<file path="config.mk">
export PLATFORM = sky130hd
export DESIGN_NAME = imem_fetch_unit
export DESIGN_NICKNAME = d
export VERILOG_FILES = /design/src/rtl/imem_fetch_unit.sv
export SDC_FILE = /design/constraint.sdc
export NUM_CORES = 1
export LEC_CHECK = 0
export ABC_AREA = 1
export CORE_MARGIN = 2
export CORE_UTILIZATION = 55
export CTS_CLUSTER_DIAMETER = 40
export CTS_CLUSTER_SIZE = 25
export DETAILED_ROUTE_END_ITERATION = 7
export PLACE_DENSITY = 0.87
export SYNTH_ARGS = -nofsm -noshare
export SYNTH_HDL_FRONTEND = slang
export SYNTH_SLANG_ARGS = --single-unit
</file>
<file path="constraint.sdc">
create_clock -name clk -period 2.5 [get_ports clk]
set_clock_uncertainty 0.2 [all_clocks]
set_input_delay 0.25 -clock clk [delete_from_list [all_inputs] [get_ports clk]]
set_output_delay 0.25 -clock clk [all_outputs]
set_load 0.01 [all_outputs]
</file>
<file path="src/rtl/imem_fetch_unit.sv">
// Instruction fetch initiator: owns the PC, issues one request at a time to a
// registered instruction memory and buffers returned words for decode.
module imem_fetch_unit #(
    parameter int ADDRESS_SIZE = 16,
    parameter int WORD_SIZE    = 32,
    parameter int PC_INC       = 4,
    parameter int RESET_PC     = 0,
    parameter int TIMEOUT      = 15,
    parameter int DEPTH        = 2
) (
    input  logic                    clk,
    input  logic                    rst,
    output logic [ADDRESS_SIZE-1:0] ADDRESS,
    output logic                    ENABLE,
    input  logic                    DATA_READY,
    input  logic [WORD_SIZE-1:0]    DATA,
    input  logic                    redirect_valid,
    input  logic [ADDRESS_SIZE-1:0] redirect_pc,
    output logic                    ir_valid,
    output logic [WORD_SIZE-1:0]    ir,
    output logic [ADDRESS_SIZE-1:0] ir_pc,
    input  logic                    ir_ready,
    output logic                    fetch_error
);

    localparam int PTR_W = (DEPTH > 1) ? $clog2(DEPTH) : 1;
    localparam int CNT_W = $clog2(DEPTH + 1);
    localparam int TMO_W = $clog2(TIMEOUT + 1);
    localparam logic [ADDRESS_SIZE-1:0] INC = ADDRESS_SIZE'(PC_INC);

    typedef enum logic [2:0] {S_GAP, S_REQ, S_WAIT, S_HOLD, S_ERR} state_t;

    typedef struct packed {
        logic [ADDRESS_SIZE-1:0] pc;
        logic [WORD_SIZE-1:0]    instr;
    } entry_t;

    state_t                  state, state_nx;
    logic [ADDRESS_SIZE-1:0] pc;
    logic [TMO_W-1:0]        tmo_cnt;
    entry_t                  fifo [DEPTH];
    logic [PTR_W-1:0]        rd_ptr, wr_ptr;
    logic [CNT_W-1:0]        count;
    logic                    has_room, misaligned, tmo_hit, push, pop;

    function automatic logic [PTR_W-1:0] ptr_inc(input logic [PTR_W-1:0] p);
        return (p == PTR_W'(DEPTH - 1)) ? '0 : p + PTR_W'(1);
    endfunction

    assign has_room   = count < CNT_W'(DEPTH);
    assign misaligned = (redirect_pc % INC) != '0;
    assign tmo_hit    = (tmo_cnt + TMO_W'(1)) == TMO_W'(TIMEOUT);

    // Redirect wins over everything, so a same-cycle response or pop is dropped.
    assign push = (state == S_WAIT) && DATA_READY && !redirect_valid;
    assign pop  = ir_valid && ir_ready && !redirect_valid;

    assign ADDRESS  = pc;
    assign ir_valid = count != '0;
    assign ir       = fifo[rd_ptr].instr;
    assign ir_pc    = fifo[rd_ptr].pc;

    always_ff @(posedge clk or negedge rst) begin
        if (!rst) state <= S_GAP;
        else      state <= state_nx;
    end

    // DATA_READY is only meaningful in WAIT; the memory's registered response
    // to the WAIT-cycle ENABLE lands in GAP and is deliberately ignored there.
    always_comb begin
        state_nx    = state;
        ENABLE      = 1'b0;
        fetch_error = 1'b0;
        case (state)
            S_GAP:  state_nx = has_room ? S_REQ : S_HOLD;
            S_HOLD: if (has_room) state_nx = S_REQ;
            S_REQ: begin
                ENABLE   = 1'b1;
                state_nx = S_WAIT;
            end
            S_WAIT: begin
                ENABLE = 1'b1;
                if (DATA_READY)   state_nx = S_GAP;
                else if (tmo_hit) state_nx = S_ERR;
            end
            S_ERR:   fetch_error = 1'b1;
            default: state_nx = S_GAP;
        endcase
        if (redirect_valid) state_nx = misaligned ? S_ERR : S_GAP;
    end

    always_ff @(posedge clk or negedge rst) begin
        if (!rst) begin
            pc <= ADDRESS_SIZE'(RESET_PC);
        end else if (redirect_valid) begin
            pc <= redirect_pc;
        end else if (push) begin
            pc <= pc + INC;
        end
    end

    always_ff @(posedge clk or negedge rst) begin
        if (!rst) begin
            tmo_cnt <= '0;
        end else if (state == S_REQ) begin
            tmo_cnt <= '0;
        end else if (state == S_WAIT && !DATA_READY) begin
            tmo_cnt <= tmo_cnt + TMO_W'(1);
        end
    end

    // Requests are only issued with a free slot, so push never meets a full FIFO.
    always_ff @(posedge clk or negedge rst) begin
        if (!rst) begin
            rd_ptr <= '0;
            wr_ptr <= '0;
            count  <= '0;
            for (int i = 0; i < DEPTH; i++) fifo[i] <= '0;
        end else if (redirect_valid) begin
            rd_ptr <= '0;
            wr_ptr <= '0;
            count  <= '0;
        end else begin
            if (push) begin
                fifo[wr_ptr] <= '{pc: pc, instr: DATA};
                wr_ptr       <= ptr_inc(wr_ptr);
            end
            if (pop) rd_ptr <= ptr_inc(rd_ptr);
            case ({push, pop})
                2'b10:   count <= count + CNT_W'(1);
                2'b01:   count <= count - CNT_W'(1);
                default: count <= count;
            endcase
        end
    end

endmodule

</file>
==> impl_results.md <==
- Root Buffer: clkbuf_8
- R2r setup slk: 500 ps
- Top-Level Pins: 120
- Register area: ~3000 µm²
- DRT Wirelength: 14400 µm
- P_sw: roughly 1.8 mW
- Hold Vio Cnt, Final: 0
- Fillers: 744
- CTS tree: yes
- Mapped Nets: between 700 and 800
- Sequential area share after synthesis: 53.4%
- Layout area overhead: 33.0%
- Fmax: just over 400 MHz
- Initial DRC Count: 344
- Num CTS Buffers: 17
- Total congestion overflow: 0
- Most frequent cells in the layout: nand2_1 (318), dfrtp_1 (122), clkdlybuf4s50_1 (115)
- Nets@finish: around 900
- Std-Cell Rows: 37
- Routed WL per cell: approximately 14 µm
- Total Negative Setup Slacks: 0 ps
- Post-layout min period: 2420 ps
- Cell-internal power: 4.53 mW
- Pwr per Cell Area: 823 nW/µm²
- Leak: between 3 and 4 nW
- Reg2reg path depth: 9
- Final setup vio count: 0
- Worst path required time: 2050 ps
- Detailed Routing Iterations Pass 1: 5
- Maximum vdd drop: between 0.0004 and 0.0005 V
- IO buf count: 119
- Syn_area_per_cell: 7.85 µm²
- Starting Density: a little under three fifths
- Multi-input logic area: 2220 µm²
- Endpoint class of the critical path: output pin
- Hold Path Class: input port to asynchronous set/reset pin
- Setup CP Type: flop to output pin
- H-tree depth: 4
- Yosys cell types: 25
- Die ar.: approximately 11000 µm²
- Flops & latches, synth: between 100 and 150
- Flop pwr share: just under 40%
- Combinational power share: about 24%
- First-pass GRT wire length: 24400 µm
- Maximum number of pins on one net before global-route repair: 59
- Gr usage total: between 20% and 30%
- Vias/cell: 5.37
- CTS sink count: around 120
- Antenna violations before repair: 0
- Commonest non-fill, non-tap cell in the layout: nand2_1
- Die Ht: between 100 and 150 µm
- CP startpoint: rd_ptr
- Clk slew on worst S/H paths: approximately 60 ps
- Yosys Warn Count: 0
- Vias in the first global route: approximately 5400
- Status: finished clean
- Post-synthesis instance area: ~5800 µm²
- Total core area: between 10000 and 15000 µm²
- CP startpoint kind: flop
- Fin crit share: a little over nine tenths
- Switching Share: between 20% and 30%
- Number of max-cap violations: 0
- Post-DP HPWL: 9230 µm
- GPL Wtd Cong: roughly 0.89
- Die width: ~110 µm
- Reg2Reg Capture Point: fifo[49]
- R2r startpoint: state[2]
- WHS: around 80 ps
- RSZ-0062 raised after global routing: false
- Ratio of cells with drive above 1 in the final layout: under 10%
- Clk buf depth: 2
- Critical Path AT: approximately 2000 ps
- Slew HR: 59.2%
- Clk pwr share: 36.1%
- Worst Path Max Fanout: 48
- Mapped Cells: roughly 740
- Max-slew violations: 0
- Clk_lat worst skew: about 520 ps
- DRT antenna net count: 0
- Drt drc: 0
- N_diodes: 0
- Vias post-DR: 5373
- Worst Tran Pin Value: between 600 and 700 ps
kinds of logic (layout without fill, tap and decap cells):
kind of cell	Yosys count	count (layout)	synth area share (%)
and+or+nand+nor	378	378	26.4
xor gates and xnor gates	3	3	0.456
AOI/OAI and AO/OA	125	125	11.0
DFF	123	123	53.4
buffers and inverters	103	233	8.09
adders and majority gates	3	3	0.651
critical path, stage by stage (launching register included):
cell	delay (ps)
dfrtp_2	450
buf_12	260
nand2_1	100
nand2_1	80
clkdlybuf4s50_1	550
repair_timing:
| item | 4_1_cts | 5_1_grt |
|---|---|---|
| endpoints found under the hold margin | 45 | 0 |
| setup endpoints to repair | 48 | 30 |
| pin swaps | 0 | 0 |
| hold buffers | 1 | 0 |
| setup buffers | 0 | 2 |
| gates resized for setup | 4 | 5 |
per-stage QoR:
step | instance area (µm²) | cells | worst slack, ps | total power [mW] | util (%)
5_1_grt | 7670 | 1001 | 1.39 | 6.64 | 74.7
3_3_place_gp | 7080 | 968 | 449 | 3.97 | 68.8
4_1_cts | 7640 | 999 | 4.40 | 6.35 | 74.4
6_report | 7670 | 1001 | 76.6 | 6.31 | 74.7
2_1_floorplan | 5770 | 735 | 827 | 3.18 | -
3_5_place_dp | 7080 | 968 | 364 | 4.04 | 68.8
per-layer routing:
layer | share of wire (%) | up-vias | global-route usage (%)
met5 | 0 | - | 0
met4 | 2.1 | 0 | 12.2
met3 | 5.8 | 32 | 5.03
met2 | 50 | 217 | 44.6
met1 | 42 | 2583 | 35.4
li1 | - | 2541 | -
power groups by stage:
| stage | clock, mW | combinational (mW) | sequential (mW) |
|---|---|---|---|
| 6_report | 2.28 | 1.54 | 2.50 |
| 5_1_grt | 2.40 | 1.71 | 2.53 |
| 4_1_cts | 2.31 | 1.55 | 2.49 |
| 3_5_place_dp | 0 | 1.53 | 2.51 |
| 3_3_place_gp | 0 | 1.48 | 2.50 |
| 2_1_floorplan | 0 | 0.708 | 2.47 |
synth_stat cells:
master	instances	area share (%)
nand2_1	318	21
dfrtp_1	123	53
o21ai_1	70	6.1
inv_1	67	4.4
o21ai_0	42	3.6
nand3_1	29	2.5
nor2_1	20	1.3
clkbuf_1	17	1.1
buf_6	9	1.8
a21oi_1	8	0.69
buf_2	5	0.43
nand4_1	5	0.54
ha_1	3	0.65
nand2_4	3	0.59
o211ai_1	3	0.39
xor2_1	3	0.46
inv_2	2	0.13
a211oi_1	1	0.13
buf_1	1	0.065
clkbuf_2	1	0.087
clkinv_4	1	0.15
nand3_4	1	0.30
nand3b_1	1	0.13
nor2_8	1	0.35
o22ai_1	1	0.11
state kept, by name, summed over array words and instances (netlist names):
| signal | flops |
|---|---|
| ADDRESS | 16 |
| count | 2 |
| fifo | 96 |
| rd_ptr | 1 |
| state | 3 |
| tmo_cnt | 4 |
| wr_ptr | 1 |
final cells by class:
cell class / count / area share (%)
clock buffers: 20 / 5.80
well taps: 136 / 2.22
inverters: 70 / 3.59
clock inverters: 10 / 1.30
flip-flops and latches: 123 / 40.1
multi-input cells: 509 / 29.0
repair buffers: 133 / 18.0
worst max path at each step:
stage          endpoint  slack [ps]  cells past startpoint
6_report       ir_pc[5]          80                      4
5_1_grt          ir[31]           1                      4
4_1_cts        ir_pc[7]           4                      4
3_5_place_dp   fifo[53]         360                      9
3_3_place_gp   fifo[61]         450                      8
2_1_floorplan  fifo[17]         830                     10
No activity file was read; power rests on OpenSTA's default activity.
